**config.mk**
```make
export PLATFORM = sky130hd
export DESIGN_NAME = pwm_ramp_ctrl
export DESIGN_NICKNAME = d
export VERILOG_FILES = /design/src/rtl/pwm_pkg.sv /design/src/rtl/pwm_step_calc.sv /design/src/rtl/pwm_ramp_ctrl.sv
export SDC_FILE = /design/constraint.sdc
export NUM_CORES = 1
export LEC_CHECK = 0
export CORE_UTILIZATION = 40
export CTS_CLUSTER_SIZE = 10
export DETAILED_ROUTE_END_ITERATION = 6
export PLACE_DENSITY = 0.68
export SLEW_MARGIN = 20
export SYNTH_ARGS = -nofsm -noshare
export SYNTH_HDL_FRONTEND = slang
export SYNTH_HIERARCHICAL = 1
export SYNTH_SLANG_ARGS = --single-unit
```
**constraint.sdc**
```tcl
create_clock -name clk -period 9.1 [get_ports clk]
set_clock_uncertainty 0.15 [all_clocks]
set_input_delay 1.82 -clock clk [delete_from_list [all_inputs] [get_ports clk]]
set_output_delay 1.82 -clock clk [all_outputs]
set_load 0.05 [all_outputs]
```
**src/rtl/pwm_pkg.sv**
```systemverilog
// Shared types and defaults for the PWM ramp sequencer.
package pwm_pkg;

    localparam int unsigned TON_W           = 8;
    localparam int unsigned PERIOD_W        = 16;
    localparam int unsigned TON_MAX_DEF     = 200;
    localparam int unsigned PERIOD_MIN_DEF  = 2000;
    localparam int unsigned PERIOD_RST_DEF  = 2000;
    localparam int unsigned UPD_PERIODS_DEF = 4;

    typedef enum logic [2:0] {
        StIdle,
        StStart,
        StRamp,
        StHold,
        StStop
    } state_e;

endpackage

```
**src/rtl/pwm_step_calc.sv**
```systemverilog
// Saturating step of tOn toward a target: moves by min(step, |target - cur|), never overshoots.
module pwm_step_calc
    import pwm_pkg::*;
(
    input  logic [TON_W-1:0] i_cur,
    input  logic [TON_W-1:0] i_target,
    input  logic [TON_W-1:0] i_step,
    output logic [TON_W-1:0] o_next
);

    logic             w_up;
    logic [TON_W-1:0] w_diff;
    logic [TON_W-1:0] w_delta;

    always_comb begin
        w_up    = (i_target >= i_cur);
        w_diff  = w_up ? (i_target - i_cur) : (i_cur - i_target);
        w_delta = (i_step < w_diff) ? i_step : w_diff;
        o_next  = w_up ? (i_cur + w_delta) : (i_cur - w_delta);
    end

endmodule

```
**src/rtl/pwm_ramp_ctrl.sv**
```systemverilog
// PWM channel sequencer: accepts duty commands and ramps tOn toward the target,
// applying period/tOn updates only on PWM period boundaries tracked by a mirror counter.
module pwm_ramp_ctrl
    import pwm_pkg::*;
#(
    parameter int unsigned TON_MAX     = TON_MAX_DEF,
    parameter int unsigned PERIOD_MIN  = PERIOD_MIN_DEF,
    parameter int unsigned PERIOD_RST  = PERIOD_RST_DEF,
    parameter int unsigned UPD_PERIODS = UPD_PERIODS_DEF
) (
    input  logic                clk,
    input  logic                reset,
    input  logic                cmd_valid,
    output logic                cmd_ready,
    input  logic                cmd_stop,
    input  logic [TON_W-1:0]    cmd_target,
    input  logic [TON_W-1:0]    cmd_step,
    input  logic [PERIOD_W-1:0] cmd_period,
    output logic [PERIOD_W-1:0] pwm_period,
    output logic [TON_W-1:0]    pwm_ton,
    output logic                pwm_enable,
    output logic                pwm_reset_n,
    output logic                busy,
    output logic                at_target
);

    localparam int unsigned UPD_W = (UPD_PERIODS > 1) ? $clog2(UPD_PERIODS) : 1;

    localparam logic [TON_W-1:0]    TonMax    = TON_W'(TON_MAX);
    localparam logic [PERIOD_W-1:0] PeriodMin = PERIOD_W'(PERIOD_MIN);
    localparam logic [PERIOD_W-1:0] PeriodRst = PERIOD_W'(PERIOD_RST);
    localparam logic [UPD_W-1:0]    UpdLast   = UPD_W'(UPD_PERIODS - 1);

    state_e              r_state;
    state_e              w_state_d;
    logic                r_ready;
    logic                r_reset_n;
    logic                r_enable;
    logic [PERIOD_W-1:0] r_period;
    logic [PERIOD_W-1:0] r_pend;
    logic [PERIOD_W-1:0] r_mirror;
    logic [TON_W-1:0]    r_ton;
    logic [TON_W-1:0]    r_target;
    logic [TON_W-1:0]    r_step;
    logic [UPD_W-1:0]    r_upd_cnt;

    logic                w_accept;
    logic                w_bnd;
    logic                w_upd;
    logic [TON_W-1:0]    w_next_ton;
    logic [TON_W-1:0]    w_tgt_clip;
    logic [TON_W-1:0]    w_step_clip;
    logic [PERIOD_W-1:0] w_per_clip;

    assign w_accept    = cmd_valid & r_ready;
    assign w_bnd       = r_enable & r_reset_n & (r_mirror == r_period);
    assign w_upd       = w_bnd & (r_upd_cnt == UpdLast);
    assign w_tgt_clip  = (cmd_target > TonMax) ? TonMax : cmd_target;
    assign w_step_clip = (cmd_step == '0) ? TON_W'(1) : cmd_step;
    assign w_per_clip  = (cmd_period < PeriodMin) ? PeriodMin : cmd_period;

    pwm_step_calc u_step_calc (
        .i_cur    (r_ton),
        .i_target (r_target),
        .i_step   (r_step),
        .o_next   (w_next_ton)
    );

    always_ff @(posedge clk or negedge reset) begin
        if (!reset) begin
            r_state <= StIdle;
        end else begin
            r_state <= w_state_d;
        end
    end

    always_comb begin
        w_state_d = r_state;
        unique case (r_state)
            StIdle:  if (w_accept && !cmd_stop) w_state_d = StStart;
            StStart: w_state_d = StRamp;
            StRamp: begin
                if (w_accept) begin
                    w_state_d = cmd_stop ? StStop : StRamp;
                end else if (w_upd && (w_next_ton == r_target)) begin
                    w_state_d = StHold;
                end
            end
            StHold:  if (w_accept) w_state_d = cmd_stop ? StStop : StRamp;
            StStop: begin
                if (w_accept && !cmd_stop) begin
                    w_state_d = StRamp;
                end else if (w_bnd && (r_ton == '0)) begin
                    // tOn=0 still yields a 1-clock pulse, so disable only at the boundary after it
                    w_state_d = StIdle;
                end
            end
            default: w_state_d = StIdle;
        endcase
    end

    always_comb begin
        busy      = !((r_state == StIdle) || (r_state == StHold));
        at_target = (r_state == StHold) && (r_ton == r_target);
    end

    always_ff @(posedge clk or negedge reset) begin
        if (!reset) begin
            r_ready   <= 1'b0;
            r_reset_n <= 1'b0;
            r_enable  <= 1'b0;
            r_period  <= PeriodRst;
            r_pend    <= PeriodRst;
            r_mirror  <= '0;
            r_ton     <= '0;
            r_target  <= '0;
            r_step    <= TON_W'(1);
            r_upd_cnt <= '0;
        end else begin
            r_ready   <= (w_state_d != StStart);
            r_reset_n <= (w_state_d != StStart);
            if (w_accept) begin
                r_target <= cmd_stop ? '0 : w_tgt_clip;
                r_step   <= w_step_clip;
                r_pend   <= w_per_clip;
            end
            if (r_state == StStart) begin
                r_period  <= r_pend;
                r_ton     <= '0;
                r_enable  <= 1'b1;
                r_mirror  <= '0;
                r_upd_cnt <= '0;
            end else if (w_bnd) begin
                r_mirror  <= '0;
                r_period  <= r_pend;
                r_upd_cnt <= w_upd ? '0 : (r_upd_cnt + UPD_W'(1));
                if (w_state_d == StIdle) begin
                    r_enable <= 1'b0;
                end else if (w_upd && ((r_state == StRamp) || (r_state == StStop))) begin
                    r_ton <= w_next_ton;
                end
            end else if (r_enable && r_reset_n) begin
                r_mirror <= r_mirror + PERIOD_W'(1);
            end
        end
    end

    assign cmd_ready   = r_ready;
    assign pwm_period  = r_period;
    assign pwm_ton     = r_ton;
    assign pwm_enable  = r_enable;
    assign pwm_reset_n = r_reset_n;

endmodule

```
# After elaboration in Yosys (flattened, before gate mapping)

Index checks and enable logic that the tools add are counted.

Bits in registers: 79
Output and inout port bits: 29
Input bits: 36

$add $sub $neg: 6
Reduce and logical (&&, ||, !) cells: 20
Order comparisons: 4
Bitwise gates (word level): 4
Multiplexer cells: 30
Equality and inequality tests: 10

Operator list:

| kind                                                                           | number |
|---|---|
| 16-bit two-way mux                                                             | 6 |
| 8-bit two-way mux                                                              | 10 |
| 8-bit subtractor                                                               | 3 |
| 3-bit two-way mux                                                              | 7 |
| 16-bit by 1-bit adder with 16-bit output, second input constant                | 1 |
| 16-bit == test                                                                 | 1 |
| 8-bit == test                                                                  | 2 |
| 8-bit logical NOT                                                              | 2 |
| 16-bit by 11-bit less-than comparator with 1-bit output, second input constant | 1 |
| 3-bit one-hot mux with 5 select lines                                          | 1 |
| 8-bit adder                                                                    | 1 |
| 8-bit >= comparator                                                            | 1 |
| 8-bit greater-than comparator, second input constant                           | 1 |
| 8-bit less-than comparator                                                     | 1 |
| 3-bit by 2-bit == test with 1-bit output, second input constant                | 2 |
| 1-bit logical AND                                                              | 6 |
| 3-bit logical NOT                                                              | 2 |
| 2-bit two-way mux                                                              | 3 |
| 2-bit nonzero test                                                             | 3 |
| 1-bit bitwise AND                                                              | 4 |
| 3-bit by 1-bit == test with 1-bit output, second input constant                | 1 |
| 3-bit == test, second input constant                                           | 1 |
| 1-bit two-way mux                                                              | 3 |
| 3-bit by 1-bit != test with 1-bit output, second input constant                | 1 |
| other kinds (8)                                                                | 10 |

# Depth between registers and ports, before layout

Depth in word-level cells: 15
Gate-level depth with buffers: 39
Mapped depth without buffers: 37

# Modules after synthesis

The synthesis kept the hierarchy.

By module, submodules not included:

| module        | area each (sq um) | instances | sequential area each (sq um) | cells each |
|---|---|---|---|---|
| pwm_ramp_ctrl | 3,764.9           | 1         | 1,993.2                      | 330 |
| pwm_step_calc | 1,453.9           | 1         | 0.0                          | 202 |

# Least setup slack after synthesis

No wires, ideal clock.

Path type: register -> register
Start: reg r_ton[1], in the netlist pwm_ton[1]
End: reg r_state[0]
Arrival: 6,828 ps
Library setup time: 64 ps
Period minus slack after synthesis: 7,042 ps
Buffers on the path: 2
Slack: 2,058 ps
Cell stages (with the launch flop): 37
Data required time: 8,886 ps
Cells stage by stage: dfrtp_1 > inv_1 > ha_1 > nand4_1 > a31o_2 > a221oi_2 > nor3_1 > o311ai_0 > nand3_1 > xnor2_1 > ha_1 > nand3_1 > a2111o_1 > o211ai_1 > or2_1 > buf_4 > buf_2 > nor2_1 > a21oi_1 > inv_1 > ha_1 > nand2_1 > o21ai_1 > ha_1 > a21o_1 > a21oi_1 > o21bai_1 > a21oi_1 > o21bai_1 > a21oi_1 > xnor2_1 > xnor2_1 > xnor2_1 > xnor2_1 > nand4_1 > nor3_1 > a21o_1

Cells in the longest elaborated chain, start to end: 11
Elaborated cells on any way between the ends: 18
Those cells by class: 4 x add/sub; 2 x order compare; 1 x eq/ne; 8 x mux; 3 x reduce/logical

RTL lines:

| what                                                           | line                                     | text |
|---|---|---|
| from (decl)                                                    | pwm_ramp_ctrl.sv:42                      | `logic [TON_W-1:0] r_ton;` |
| from (signal assigned)                                         | pwm_ramp_ctrl.sv:140                     | `r_ton <= w_next_ton;` |
| 8-bit subtractor / 8-bit >= comparator (equally long branches) | pwm_step_calc.sv:17, pwm_step_calc.sv:16 |  |
| 8-bit two-way mux                                              | pwm_step_calc.sv:17                      | `w_diff = w_up ? (i_target - i_cur) : (i_cur - i_target);` |
| 8-bit less-than comparator                                     | pwm_step_calc.sv:18                      | `w_delta = (i_step < w_diff) ? i_step : w_diff;` |
| 8-bit two-way mux                                              | pwm_step_calc.sv:18                      |  |
| 8-bit subtractor / 8-bit adder (equally long branches)         | pwm_step_calc.sv:19                      | `o_next = w_up ? (i_cur + w_delta) : (i_cur - w_delta);` |
| 8-bit two-way mux (*)                                          | pwm_step_calc.sv:19                      |  |
| via w_next_ton[7]                                              | pwm_ramp_ctrl.sv:50                      | `logic [TON_W-1:0] w_next_ton;` |
| 8-bit == test (*)                                              | pwm_ramp_ctrl.sv:85                      | `end else if (w_upd && (w_next_ton == r_target)) begin` |
| 1-bit logical AND (*)                                          | pwm_ramp_ctrl.sv:85                      |  |
| 3-bit two-way mux (*)                                          | pwm_ramp_ctrl.sv:85                      |  |
| 3-bit two-way mux (*)                                          | pwm_ramp_ctrl.sv:83                      | `if (w_accept) begin` |
| 3-bit one-hot mux with 5 select lines (*)                      | pwm_ramp_ctrl.sv:79                      | `unique case (r_state)` |
| via w_state_d[0]                                               | pwm_ramp_ctrl.sv:35                      | `state_e w_state_d;` |
| to (signal assigned)                                           | pwm_ramp_ctrl.sv:71                      | `r_state <= StIdle;` |
| to (signal assigned)                                           | pwm_ramp_ctrl.sv:73                      | `r_state <= w_state_d;` |
| to (decl)                                                      | pwm_ramp_ctrl.sv:34                      | `state_e r_state;` |

The timed path passes the listed nets; every way through them passes the cells marked *.
A chain may end at the register's enable or synchronous reset.

# Worst setup path in the final report

Start: reg r_ton[3], in the netlist pwm_ton[3]
End: reg r_state[0]

The elaborated chain is that of the path after synthesis.

==> run_results.csv <==
group,metric,value,unit
routing,wirelength,12890,um
place,place_hpwl,9839,um
logic_synthesis,synth_top_flop_cell,"dfrtp_1",
logic_synthesis,synth_edf_count,0,
clock_tree,clk_pin_slew,0.07,ns
sta,hold_slack,0.3296,ns
layout,n_antenna_cell,0,
logic_synthesis,syn_avg_cell_area,9.810,um^2
sta,slew_headroom,35.43,%
clock_tree,numCtsBuffers,9,
routing,post_drt_wl_per_cell,16.72,um
pwr,p_sw,901.8,uW
logic_synthesis,ys_ff_latch,79,
clock_tree,cts_max_level,3,
pwr,power.total,2.016,mW
global_route,grt_pass1_vias,4023,
pwr,p_int,1.114,mW
clock_tree,clockBufferDepth,2,
sta,rsz0062_at_grt,"no",
pwr,leakage,2.705,nW
floorplan,rows,41,
logic_synthesis,seq_area_frac_synth,38.19,%
clock_tree,clockRootBuffer,"clkbuf_16",
global_route,antenna_found_initial,0,
sta,setup_slack,1.277,ns
pwr,power.density,318.6,nW/um^2
logic_synthesis,synth.most_common_cell,"dfrtp_1",
sta,worst_pin_slew,0.9685,ns
clock_tree,clkLatencyLatePin,0.34,ns
sta,hold_viol,0,
logic_synthesis,yosys-top-cells-count,"66 x dfrtp_1, 40 x nor2_1, 38 x mux2_2",
run,cap_viol_max_count,0,
pwr,seqPwrFrac,27.3,%
logic_synthesis,yosys.area.top_type,"dfrtp_1",
clock_tree,cts_tree,"built",
sta,setup_viol,0,
place,dp_cells,755,
sta,period_minus_slack,7.823,ns
logic_synthesis,synth_cell_types,58,
logic_synthesis,synth_area_leaders,"dfrtp_1 32%, mux2_2 8.2%, ha_1 7.2%",
routing,vias,4234,
logic_synthesis,synth_fp_nets,601,
layout,nets,663,
layout,drive_gt1_share,14.69,%
critical_path,critPathMaxFanout,17,
floorplan,die_y,116.2,um
clock_tree,cts.sinks,79,
routing,postRouteAntennaNets,0,
layout,layout.core_utilization,49.94,%
sta,slew_viol_final,0,
floorplan,dieArea,13510,um^2
critical_path,cp_data_required_time,9.24,ns
floorplan,dieWidth,116.2,um
critical_path,cpPeakStageDelay,0.53,ns
critical_path,end_kind,"register",
pwr,switching_share,44.73,%
floorplan,core,12670,um^2
global_route,grt_first_pass_wirelength,20950,um
floorplan,pin_count,65,
logic_synthesis,synth_area,5219,um^2
clock_tree,holdBufCountCts,0,
status,status,"finished, final reports clean",
critical_path,criticalPathCategory,"register to register",
place,gp_congestion,1.015,
sta,fmax,127.8,MHz
clock_tree,cts_setup_buffers,0,
pwr,worst_ir_drop_vdd,0.1691,mV
global_route,grt_max_degree,80,
layout,fin_area,6327,um^2
routing,first_iter_violations,281,
global_route,grt.total_usage,20.54,%
routing,drtPass1Iterations,5,
place,dp_worst_setup_slack,1.493,ns
hold_path,hold_path.class,"register to register",
sta,fin_setup_tns,0,ns
pwr,combPwrFrac,54.0,%
critical_path,cp-start-kind,"register",
clock_tree,cts_resized,0,
critical_path,slowest_stage,"dfrtp_1",
logic_synthesis,postSynthCellCount,532,
routing,via_per_inst,5.492,
place,io_buffers,64,
sta,finalCritPeriodShare,85.97,%
pwr,pwr-share-clk,18.8,%
layout,area_growth,21.24,%
floorplan,initial_core_util,41.19,%
critical_path,worstPathArrival,7.96,ns
place,place_area,6015,um^2
layout,instances_no_fill,771,
routing,drc,0,
global_route,grt-ovfl-total,0,
logic_synthesis,yosysWarnings,6,
logic_synthesis,async_flop_share,100.0,%
logic_synthesis,synth_top_area_share,31.65,%
-- kinds of logic (layout without fill, tap and decap cells) --
family,count (synthesis),after routing,synth area share (%)
buffers and inverters,47,114,3.836
DFF,79,79,38.19
muxes,46,46,9.734
AOI/OAI and AO/OA,96,96,12.63
xor gates and xnor gates,66,66,11.08
adders and majority gates,33,33,8.343
and+or+nand+nor,165,165,16.18
-- worst paths after layout --
check                               endpoint  slack, ns  depth (start not counted)       start
worst min-delay path               r_pend[8]       0.33                          2   r_pend[8]
min in group asynchronous          r_pend[2]       1.48                          1       reset
max in group asynchronous       r_mirror[11]       6.70                          1       reset
worst min register to register     r_pend[8]       0.33                          2   r_pend[8]
worst max register to register    r_state[0]       1.28                         35  pwm_ton[3]
worst max-delay path              r_state[0]       1.28                         35  pwm_ton[3]
-- area by class of cell --
| cell class | instances | area [um^2] |
|---|---|---|
| clock inverter | 7 | 87.58 |
| fill | 1148 | 6344 |
| sequential | 79 | 1993 |
| timing repair buffer | 67 | 660.6 |
| tap | 172 | 215.2 |
| multi-input combinational | 406 | 3029 |
| clock buffer | 9 | 225.2 |
| inverter | 31 | 116.4 |
-- state kept, by name (all words and copies together) (netlist names) --
signal and count:
r_step 8, pwm_period 16, r_state 3, pwm_reset_n 1
r_mirror 16, r_pend 16, pwm_ton 8, pwm_enable 1
r_upd_cnt 2, r_target 8
-- power groups by stage --
| stage | sequential (mW) | clock [mW] | combinational, mW |
|---|---|---|---|
| after floorplan | 0.649 | 0 | 0.701 |
| after global placement | 0.553 | 0 | 1.05 |
| after detailed placement | 0.556 | 0 | 1.07 |
| after CTS | 0.551 | 0.387 | 1.08 |
| after global routing | 0.565 | 0.402 | 1.18 |
| final | 0.550 | 0.379 | 1.09 |
-- placed cells by master (no fill, tap or decap), types with 3 or more instances in the layout --
master           synthesis  layout
a21o_1                   4       4
a21oi_1                 27      27
a22o_1                  10      10
a31o_2                   3       3
a31oi_1                  5       5
and2_1                   3       3
and3_1                   4       4
buf_4                    5       4
clkbuf_16                0       9
clkdlybuf4s50_1          0      63
dfrtp_1                 66      66
dfstp_2                 13      13
fa_1                     3       3
ha_1                    30      30
inv_1                   31      31
mux2_2                  38      38
mux2i_1                  8       8
nand2_1                 31      31
nand2b_1                 5       5
nand3_1                 22      22
nand4_1                 11      11
nor2_1                  40      40
nor2b_1                 10      10
nor3_1                  15      15
nor4_1                   6       6
o211ai_1                 4       4
o21ai_0                 17      17
o21bai_1                 6       5
o31ai_1                  4       4
or2_2                    4       4
xnor2_1                 35      35
xor2_1                  31      31
-- critical path: cells and delay by family, from the launching register on --
family          cells  cell delay, ns
compound gates     13            2.71
xor+xnor            5            0.80
fa+ha+maj           4            1.31
buf+inv             2            0.15
flops               1            0.53
mux                 1            0.19
simple gates       10            1.89
-- layer usage --
| metal | share of wire [%] | GRT usage, % | up-vias |
|---|---|---|---|
| li1 | - | - | 2002 |
| met4 | 2.6 | 8.034 | 0 |
| met5 | 0 | 0 | - |
| met3 | 5.8 | 3.944 | 29 |
| met2 | 44 | 30.77 | 149 |
| met1 | 48 | 29.21 | 2054 |
Note: power is estimated with default switching activity, not from simulation.
